File: src/rtl/garota_pkg.sv
// garota_pkg: shared constants for the GAROTA violation-reset controller
package garota_pkg;
  localparam int VIOL_W        = 7;
  localparam int VIOL_PMEM     = 0;
  localparam int VIOL_UART     = 1;
  localparam int VIOL_INTR     = 2;
  localparam int VIOL_P1       = 3;
  localparam int VIOL_ATOMIC   = 4;
  localparam int VIOL_IRQ_TCB  = 5;
  localparam int VIOL_IRQ_DIS  = 6;
  localparam logic [13:0] REG_CAUSE = 14'd0;
  localparam logic [13:0] REG_COUNT = 14'd1;
  typedef enum logic [1:0] {IDLE = 2'd0, HOLD = 2'd1, QUIET = 2'd2} state_e;
endpackage

File: src/rtl/garota_reset_ctrl_reg_if.sv
// garota_reset_ctrl_reg_if: register decode, TCB-gated W1C of CAUSE, read mux
//   per_*_i   : openMSP430 peripheral bus inputs
//   pc_i      : program counter, gates CAUSE clears to the TCB region
//   cause_i   : current CAUSE bits; count_i : current COUNT
//   per_dout_o: read data (0 unless a mapped read); clr_o: bits to clear
module garota_reset_ctrl_reg_if
  import garota_pkg::*;
#(
  parameter logic [14:0] BASE_ADDR = 15'h0190,
  parameter logic [15:0] TCB_BASE  = 16'hFAE0,
  parameter logic [15:0] TCB_SIZE  = 16'h03FC
)(
  input  logic [13:0]       per_addr_i,
  input  logic [15:0]       per_din_i,
  input  logic              per_en_i,
  input  logic [1:0]        per_we_i,
  input  logic [15:0]       pc_i,
  input  logic [VIOL_W-1:0] cause_i,
  input  logic [15:0]       count_i,
  output logic [15:0]       per_dout_o,
  output logic [VIOL_W-1:0] clr_o
);
  localparam logic [13:0] BASE_W  = BASE_ADDR[14:1];
  localparam logic [16:0] TCB_END = {1'b0, TCB_BASE} + {1'b0, TCB_SIZE};
  logic sel_cause, sel_count, rd, in_tcb, unused_din;
  assign sel_cause  = per_en_i && (per_addr_i == BASE_W + REG_CAUSE);
  assign sel_count  = per_en_i && (per_addr_i == BASE_W + REG_COUNT);
  assign rd         = ~|per_we_i;
  assign in_tcb     = (pc_i >= TCB_BASE) && ({1'b0, pc_i} <= TCB_END);
  assign per_dout_o = !rd ? 16'd0 : sel_cause ? {9'd0, cause_i} : sel_count ? count_i : 16'd0;
  assign clr_o      = (sel_cause && per_we_i[0] && in_tcb) ? per_din_i[VIOL_W-1:0] : '0;
  assign unused_din = ^per_din_i[15:VIOL_W];
endmodule

File: src/rtl/garota_reset_ctrl.sv
// garota_reset_ctrl: turns GAROTA violations into a fixed-length CPU reset pulse
//   clk, reset_n : clock, synchronous active-low reset
//   viol         : per-monitor violation lines
//   pc           : program counter (gates CAUSE clears)
//   per_*        : openMSP430 peripheral bus (CAUSE at BASE_ADDR, COUNT at +2)
//   cpu_rst      : registered PUC request, high HOLD_CYCLES cycles per trigger
//   cause_valid  : CAUSE is nonzero
module garota_reset_ctrl
  import garota_pkg::*;
#(
  parameter logic [14:0] BASE_ADDR    = 15'h0190,
  parameter logic [15:0] TCB_BASE     = 16'hFAE0,
  parameter logic [15:0] TCB_SIZE     = 16'h03FC,
  parameter int unsigned HOLD_CYCLES  = 8,
  parameter int unsigned QUIET_CYCLES = 2
)(
  input  logic              clk,
  input  logic              reset_n,
  input  logic [VIOL_W-1:0] viol,
  input  logic [15:0]       pc,
  input  logic [13:0]       per_addr,
  input  logic [15:0]       per_din,
  input  logic              per_en,
  input  logic [1:0]        per_we,
  output logic [15:0]       per_dout,
  output logic              cpu_rst,
  output logic              cause_valid
);
  localparam logic [7:0] HOLD_INIT  = 8'(HOLD_CYCLES - 1);
  localparam logic [7:0] QUIET_INIT = 8'((QUIET_CYCLES == 0) ? 0 : QUIET_CYCLES - 1);
  state_e            state_q, state_d;
  logic [7:0]        cnt_q, cnt_d;
  logic [VIOL_W-1:0] cause_q, cause_d, clr;
  logic [15:0]       count_q, count_d;
  logic              cpu_rst_q, cause_valid_q, trigger;
  garota_reset_ctrl_reg_if #(
    .BASE_ADDR(BASE_ADDR),
    .TCB_BASE (TCB_BASE),
    .TCB_SIZE (TCB_SIZE)
  ) u_reg_if (
    .per_addr_i(per_addr),
    .per_din_i (per_din),
    .per_en_i  (per_en),
    .per_we_i  (per_we),
    .pc_i      (pc),
    .cause_i   (cause_q),
    .count_i   (count_q),
    .per_dout_o(per_dout),
    .clr_o     (clr)
  );
  assign trigger = (state_q == IDLE) && |viol;
  // set beats clear; violations in the quiet window are neither recorded nor counted
  assign cause_d = (cause_q & ~clr) | ((state_q == QUIET) ? '0 : viol);
  assign count_d = (trigger && count_q != 16'hFFFF) ? count_q + 16'd1 : count_q;
  always_comb begin
    state_d = state_q;
    cnt_d   = cnt_q;
    case (state_q)
      IDLE: if (trigger) begin
        state_d = HOLD;
        cnt_d   = HOLD_INIT;
      end
      HOLD: if (cnt_q == 8'd0) begin
        state_d = (QUIET_CYCLES == 0) ? IDLE : QUIET;
        cnt_d   = QUIET_INIT;
      end else cnt_d = cnt_q - 8'd1;
      QUIET: if (cnt_q == 8'd0) state_d = IDLE;
             else cnt_d = cnt_q - 8'd1;
      default: state_d = IDLE;
    endcase
  end
  always_ff @(posedge clk) begin
    if (!reset_n) begin
      state_q       <= IDLE;
      cnt_q         <= '0;
      cause_q       <= '0;
      count_q       <= '0;
      cpu_rst_q     <= 1'b0;
      cause_valid_q <= 1'b0;
    end else begin
      state_q       <= state_d;
      cnt_q         <= cnt_d;
      cause_q       <= cause_d;
      count_q       <= count_d;
      cpu_rst_q     <= (state_d == HOLD);
      cause_valid_q <= |cause_d;
    end
  end
  assign cpu_rst     = cpu_rst_q;
  assign cause_valid = cause_valid_q;
endmodule

File: config.mk
export PLATFORM = sky130hd
export DESIGN_NAME = garota_reset_ctrl
export DESIGN_NICKNAME = d
export VERILOG_FILES = /design/src/rtl/garota_pkg.sv /design/src/rtl/garota_reset_ctrl_reg_if.sv /design/src/rtl/garota_reset_ctrl.sv
export SDC_FILE = /design/constraint.sdc
export NUM_CORES = 1
export LEC_CHECK = 0
export ABC_AREA = 1
export ABC_CLOCK_PERIOD_IN_PS = 3900
export CAP_MARGIN = 20
export CORE_MARGIN = 3
export CORE_UTILIZATION = 28
export CTS_BUF_LIST = sky130_fd_sc_hd__clkbuf_8
export CTS_CLUSTER_DIAMETER = 200
export DETAILED_ROUTE_END_ITERATION = 10
export GPL_ROUTABILITY_DRIVEN = 0
export GPL_TIMING_DRIVEN = 0
export HOLD_SLACK_MARGIN = 0.06
export PLACE_DENSITY = 0.56
export SETUP_SLACK_MARGIN = 0.05
export SYNTH_ARGS = -nofsm -noshare
export SYNTH_HDL_FRONTEND = slang
export SYNTH_SLANG_ARGS = --single-unit
File: constraint.sdc
create_clock -name clk -period 3.9 [get_ports clk]
set_input_delay 0.39 -clock clk [delete_from_list [all_inputs] [get_ports clk]]
set_output_delay 0.39 -clock clk [all_outputs]
set_load 0.01 [all_outputs]
==> results of run 1 <==
[per-layer routing]
metal	share of wire	routed length, um	vias up	track usage
li1	-	-	1299	-
met1	0.48	2990	1070	0.173
met2	0.49	3080	25	0.235
met3	0.021	131	8	0.0244
met4	0.010	65	0	0.0319
met5	0	0	-	0
[kinds of logic after synthesis]
kind of cell	after synthesis	share of synthesized area
compound gates	47	0.116
xor+xnor	12	0.0448
fa+ha+maj	7	0.0374
buf+inv	69	0.119
flops	35	0.299
simple gates	193	0.384
[critical path: cells and delay by family]
kind                   cells  cell delay, ns
and+or+nand+nor            4            0.84
AOI/OAI and AO/OA          1            0.15
buffers and inverters      4            1.21
[final cells by class]
type	instances	share of cell area
inverter	64	0.0743
clock inverter	2	0.00503
sequential	35	0.217
buffer	5	0.0120
clock buffer	6	0.0256
tap	102	0.0395
timing repair buffer	66	0.204
multi-input combinational	259	0.422
[flip-flops by register name (all words and copies together) (netlist names)]
register     flops
cpu_rst          1
cnt_q            8
count_q         16
cause_q          7
cause_valid      1
state_q          2
[power groups by stage]
stage	clock [W]	sequential (W)	combinational, W
floorplan	0	0.000410	0.000176
global placement	0	0.000413	0.000276
detailed placement	0	0.000413	0.000277
CTS	0.000298	0.000405	0.000280
global route	0.000312	0.000409	0.000323
finish	0.000285	0.000405	0.000278
[worst max path at each step]
stage	start	depth (start not counted)	end	slack [ns]
2_1_floorplan	per_addr[10]	5	per_dout[10]	1.94
3_3_place_gp	per_addr[10]	9	per_dout[6]	0.92
3_5_place_dp	per_addr[10]	9	per_dout[6]	0.91
4_1_cts	per_addr[10]	9	per_dout[6]	0.91
5_1_grt	per_addr[10]	7	per_dout[13]	0.85
6_report	per_addr[10]	9	per_dout[6]	0.93
[synth_stat cells]
| library cell | instances | area share |
|---|---|---|
| nand2_1 | 70 | 0.11 |
| nor3b_2 | 2 | 0.011 |
| a21boi_0 | 1 | 0.0032 |
| o31ai_1 | 1 | 0.0032 |
| nand2_2 | 3 | 0.0080 |
| clkbuf_1 | 1 | 0.0016 |
| dfxtp_1 | 35 | 0.30 |
| clkinv_1 | 1 | 0.0016 |
| inv_2 | 4 | 0.0064 |
| o22ai_2 | 1 | 0.0053 |
| nand4_1 | 1 | 0.0027 |
| nand3b_2 | 1 | 0.0048 |
| nor3_4 | 1 | 0.0069 |
| xnor2_1 | 5 | 0.019 |
| nor2_4 | 1 | 0.0048 |
| buf_6 | 2 | 0.0096 |
| nor4_4 | 1 | 0.0091 |
| nor4_1 | 2 | 0.0053 |
| nor2_2 | 2 | 0.0053 |
| nor2_1 | 60 | 0.096 |
| inv_1 | 59 | 0.094 |
| ha_1 | 7 | 0.037 |
| nand2_4 | 1 | 0.0048 |
| a21oi_2 | 1 | 0.0037 |
| buf_4 | 1 | 0.0032 |
| a211oi_1 | 1 | 0.0032 |
| or2_4 | 1 | 0.0037 |
| nand4_2 | 1 | 0.0053 |
| a21oi_1 | 21 | 0.045 |
| a21boi_1 | 1 | 0.0032 |
| nand3_2 | 1 | 0.0043 |
| nand3b_1 | 1 | 0.0032 |
| nor3_1 | 17 | 0.036 |
| nand3_1 | 24 | 0.051 |
| o22ai_1 | 6 | 0.016 |
| o21ai_0 | 11 | 0.023 |
| nor3_2 | 1 | 0.0043 |
| a31oi_1 | 1 | 0.0027 |
| o21ai_2 | 1 | 0.0037 |
| xor2_1 | 7 | 0.026 |
| o21a_1 | 1 | 0.0032 |
| buf_2 | 1 | 0.0021 |
| and3_1 | 2 | 0.0053 |
[stage by stage]
stage | worst slack, ns | hold WS [ns] | utilization
2_1_floorplan | 1.94 | 0.457 | -
3_3_place_gp | 0.922 | 0.475 | 0.395
3_5_place_dp | 0.910 | 0.474 | 0.395
4_1_cts | 0.913 | 0.486 | 0.408
5_1_grt | 0.850 | 0.529 | 0.408
6_report | 0.927 | 0.491 | 0.408
==> flow_summary_export.csv, run 1 <==
group,metric,value,unit
status,status,"finished clean",
route,ant_nets,0,
timing,finClkSkew,0.00839,ns
logic_synthesis,postSynthCellCount,363,
pwr,combPwrFrac,0.287,
finish,multiInputGateArea,0.00137,mm2
critical_path,critical_path_required,3.51,ns
global_routing,grt_pass1_vias,2360,
timing,rsz0062_at_grt,"false",
worst_hold_path,hp-start,"count_q[13]",
floorplan,start_util,0.296,
critical_path,cp-start-kind,"input pin",
pwr,max-vdd-ir-drop,0.151,mV
finish,synthToLayoutAreaGrowth,37.8,%
global_routing,grt-ovfl-total,0,
clock_tree,post_cts_buffers,0,
timing,finalMaxSlewViolations,0,
timing,setup-tns-final,0,ns
finish,antenna_cells,0,
route,first_pass_iters,4,
global_routing,grt_max_degree,13,
placed_design,dp_cells,531,
critical_path,worstPathCellList,"clkdlybuf4s50_1 -> or2_4 -> nor4_4 -> nand3_2 -> buf_6 -> o22ai_2 -> inv_2 -> nor2_2 -> clkdlybuf4s50_1",
finish,final_common_cell,"nand2_1",
route,vias,2402,
logic_synthesis,yosys_warnings,0,
pwr,p_int,0.000656,W
route,via_per_inst,4.46,
floorplan,die_x,97.5,um
critical_path,reg2reg_slack,2.00,ns
clock_tree,ctsLongestPathBuffers,2,
logic_synthesis,avgSynthCellArea,6.46,um2
clock_tree,cts_root_buffer,"clkbuf_8",
timing,clock.fmax,0.336,GHz
critical_path,r2r-start,"count_q[0]",
clock_tree,postCtsResizedCells,0,
route,drtIter0Drc,58,
critical_path,crit_path_frequent_cell,"clkdlybuf4s50_1",
finish,final_cells,539,
critical_path,critical_path.slowest_cell,"clkdlybuf4s50_1",
pwr,p_seq_frac,0.419,
clock_tree,clk_latency,0.29,ns
pwr,swShare,0.323,
critical_path,r2r_cells,13,
timing,worst_pin_slew,0.489,ns
critical_path,cp.arrival,2.58,ns
clock_tree,hold_buffers,0,
clock_tree,cts-htree-levels,2,
critical_path,worst_path_largest_cell_delay,0.55,ns
timing,setup_viol,0,
critical_path,critical_path_peak_fanout,10,
pwr,switchingPower,0.000313,W
floorplan,rows,32,
timing,min_period_over_period,0.762,
finish,stdcell_area,0.00323,mm2
finish,mostFrequentLayoutCells,"70 x nand2_1, 66 x clkdlybuf4s50_1, 60 x nor2_1, 59 x inv_1, 35 x dfxtp_1",
logic_synthesis,synth_nets,428,
critical_path,cp-end-kind,"output pin",
job,cap_violations,0,
logic_synthesis,synth_area,0.00234,mm2
finish,ff_latch_area,701,um2
global_routing,grt_pass1_wl,10700,um
global_routing,groute.usage.overall,0.135,
timing,slew_headroom,0.674,
worst_hold_path,whs_path_depth,2,
logic_synthesis,ys_seq_area_frac,0.299,
placed_design,detailed_place.area,0.00313,mm2
timing,hold_viol,0,
floorplan,pin_count,76,
logic_synthesis,synth_cell_type_count,43,
placed_design,post-dp-hpwl,5100,um
pwr,power.density,300,mW/mm2
worst_hold_path,holdCritPathClass,"reg2reg",
floorplan,core-area,0.00793,mm2
worst_hold_path,hold_end,"count_q[13]",
floorplan,dieArea,0.00951,mm2
logic_synthesis,ys_ff_latch,35,
critical_path,crit_type,"in2out",
finish,final_layout_size_suffix_gt1_frac,0.0801,
finish,fillers,854,
clock_tree,cts_tree,"built",
pwr,power_leakage,1.29,nW
route,route.detailed.drc,0,
critical_path,timing.rr.end,"count_q[5]",
global_routing,antenna_found_initial,0,
placed_design,io_buffers,66,
pwr,finalPower,0.000969,W
pwr,clkPwrFrac,0.294,
clock_tree,clk_pin_slew_worst_paths,0.07,ns
clock_tree,cts.sinks,35,
floorplan,die_h,97.5,um
timing,fin_crit,2.97,ns
clock_tree,cts_buffers,5,
finish,nets,501,
route,wirelength,6260,um
route,wl_per_cell,11.6,um
(Power assumes the default switching activity.)
==> run 2: changes to the inputs <==
ABC_CLOCK_PERIOD_IN_PS = 2900   (was 3900)
clock period = 2.9 ns   (was 3.9 ns; I/O delays follow)
==> results of run 2 <==
The final DEF is identical to that of run 1. Status: finished clean.
Among the figures that moved: setup slack after placement 0.910 ns -> 0.110 ns; setup slack after layout 0.927 ns -> 0.127 ns; register-to-register setup slack 2.00 ns -> 1.00 ns; total power 0.000969 W -> 0.00130 W; worst IR drop on VDD 0.151 mV -> 0.204 mV
==> run 3: changes to the inputs <==
CTS_BUF_LIST = sky130_fd_sc_hd__clkbuf_16   (was sky130_fd_sc_hd__clkbuf_8)
HOLD_SLACK_MARGIN = unset   (was 0.06)
SETUP_SLACK_MARGIN = unset   (was 0.05)
==> flow_summary_export.csv, run 3 (synthesis gave the netlist of run 1 again) <==
group,metric,value,unit
status,status,"finished clean",
critical_path,cp-end-kind,"output pin",
timing,fin_hold_ws,0.487,ns
route,drtIter0Drc,67,
critical_path,critical_path_required,2.61,ns
clock_tree,cts_tree,"built",
global_routing,grt-ovfl-total,0,
clock_tree,cts.sinks,35,
timing,min_period_over_period,0.956,
timing,finalMaxSlewViolations,0,
floorplan,core-area,0.00793,mm2
finish,fillers,840,
clock_tree,cts_buffers,5,
timing,fin_crit,2.77,ns
finish,final_layout_size_suffix_gt1_frac,0.0778,
critical_path,crit_cells,9,
global_routing,grt_pass1_vias,2367,
critical_path,crit_buf_inv,4,
job,cap_violations,0,
global_routing,grt_max_degree,13,
critical_path,reg2reg_slack,1.01,ns
critical_path,r2r-start,"count_q[0]",
finish,top_register,"count_q",
timing,hold_viol,0,
clock_tree,clk_latency,0.28,ns
timing,slew_headroom,0.660,
placed_design,pre_cts_slack,0.110,ns
clock_tree,hold_buffers,0,
pwr,power_leakage,1.31,nW
floorplan,dieArea,0.00951,mm2
finish,final_common_cell,"nand2_1",
critical_path,worstPathCellList,"clkdlybuf4s50_1 -> or2_4 -> nor4_4 -> nand3_2 -> buf_6 -> o22ai_2 -> inv_2 -> nor2_2 -> clkdlybuf4s50_1",
finish,largest_reg_flops,16,
global_routing,grt_pass1_wl,10700,um
timing,worst_pin_slew,0.510,ns
clock_tree,postCtsResizedCells,0,
route,route.detailed.drc,0,
timing,clock.fmax,0.361,GHz
finish,multiInputGateArea,0.00137,mm2
finish,top_regs,"count_q: 16 flops, cnt_q: 8 flops, cause_q: 7 flops",
route,via_per_inst,4.47,
clock_tree,clk_pin_slew_worst_paths,0.05,ns
clock_tree,ctsLongestPathBuffers,2,
critical_path,crit_path_frequent_cell,"clkdlybuf4s50_1",
route,first_pass_iters,4,
critical_path,cp.arrival,2.48,ns
timing,rsz0062_at_grt,"false",
critical_path,critPathLaunch,"per_addr[10]",
route,wirelength,6290,um
global_routing,antenna_found_initial,0,
pwr,power.density,440,mW/mm2
clock_tree,cts_root_buffer,"clkbuf_16",
timing,worst_slack,0.128,ns
clock_tree,post_cts_buffers,0,
critical_path,r2r_cells,13,
timing,finClkSkew,0.00556,ns
placed_design,post-dp-hpwl,5100,um
placed_design,io_buffers,66,
critical_path,worst_path_largest_cell_delay,0.55,ns
finish,mostFrequentLayoutCells,"70 x nand2_1, 66 x clkdlybuf4s50_1, 60 x nor2_1, 59 x inv_1, 35 x dfxtp_1",
critical_path,timing.rr.end,"count_q[5]",
critical_path,critical_path_peak_fanout,10,
route,ant_nets,0,
route,vias,2410,
critical_path,crit_type,"in2out",
route,wl_per_cell,11.7,um
timing,setup_viol,0,
finish,nets,501,
floorplan,rows,32,
floorplan,die_x,97.5,um
floorplan,pin_count,76,
global_routing,groute.usage.overall,0.136,
floorplan,die_h,97.5,um
pwr,finalPower,0.00144,W
clock_tree,cts-htree-levels,2,
timing,setup-tns-final,0,ns
critical_path,cp-start-kind,"input pin",
worst_hold_path,holdCritPathClass,"reg2reg",
finish,synthToLayoutAreaGrowth,39.8,%
finish,ff_latch_area,701,um2
floorplan,start_util,0.296,
pwr,max-vdd-ir-drop,0.237,mV
finish,antenna_cells,0,
critical_path,critPathTopFamily,"buffers and inverters",
critical_path,crit_end,"per_dout[6]",
critical_path,critical_path.slowest_cell,"clkdlybuf4s50_1",
finish,utilization,0.414,
[run 3: where the power goes]
group	internal (W)	switching, W	total, W
Clock	0.000316	0.000207	0.000523
Sequential	0.000519	0.0000266	0.000546
Combinational	0.000170	0.000204	0.000374
[run 3: area by class of cell]
class	count	area share
Multi-Input combinational cell	259	0.416
Sequential cell	35	0.214
Timing Repair Buffer	66	0.202
Inverter	64	0.0733
Tap cell	102	0.0389
Clock buffer	5	0.0382
Buffer	5	0.0118
Clock inverter	3	0.00611
[run 3: worst min-delay path by stage]
stage	from	depth (start not counted)	end	slack (ns)
finish	count_q[13]	2	count_q[13]	0.49
global route	cause_q[0]	2	cause_q[0]	0.53
floorplan	reset_n	1	count_q[2]	0.45
global placement	count_q[13]	2	count_q[13]	0.48
detailed placement	count_q[13]	2	count_q[13]	0.47
CTS	count_q[13]	2	count_q[13]	0.48
[run 3: worst register-to-register path, stage by stage, from the launching register on]
cell	delay [ns]
dfxtp_1	0.36
ha_1	0.18
inv_1	0.07
nor2_1	0.24
nand4_2	0.16
nor2_2	0.14
nand3_1	0.09
nand2_2	0.12
inv_2	0.07
buf_6	0.14
nand2_2	0.07
nand2_1	0.05
nand2_1	0.05
nor2_1	0.04
[run 3: through the flow]
stage               cells  instance area (um2)
finish                539                 3280
global route          539                 3280
CTS                   539                 3280
detailed placement    531                 3130
global placement      531                 3130
floorplan             363                 2340
[run 3: layer usage]
layer  global-route usage  vias to the layer above  routed length (um)
li1                     -                     1301                   -
met1                0.172                     1067                2950
met2                0.236                       34                3080
met3               0.0223                        8                 168
met4               0.0447                        0                  91
met5                    0                        -                   0
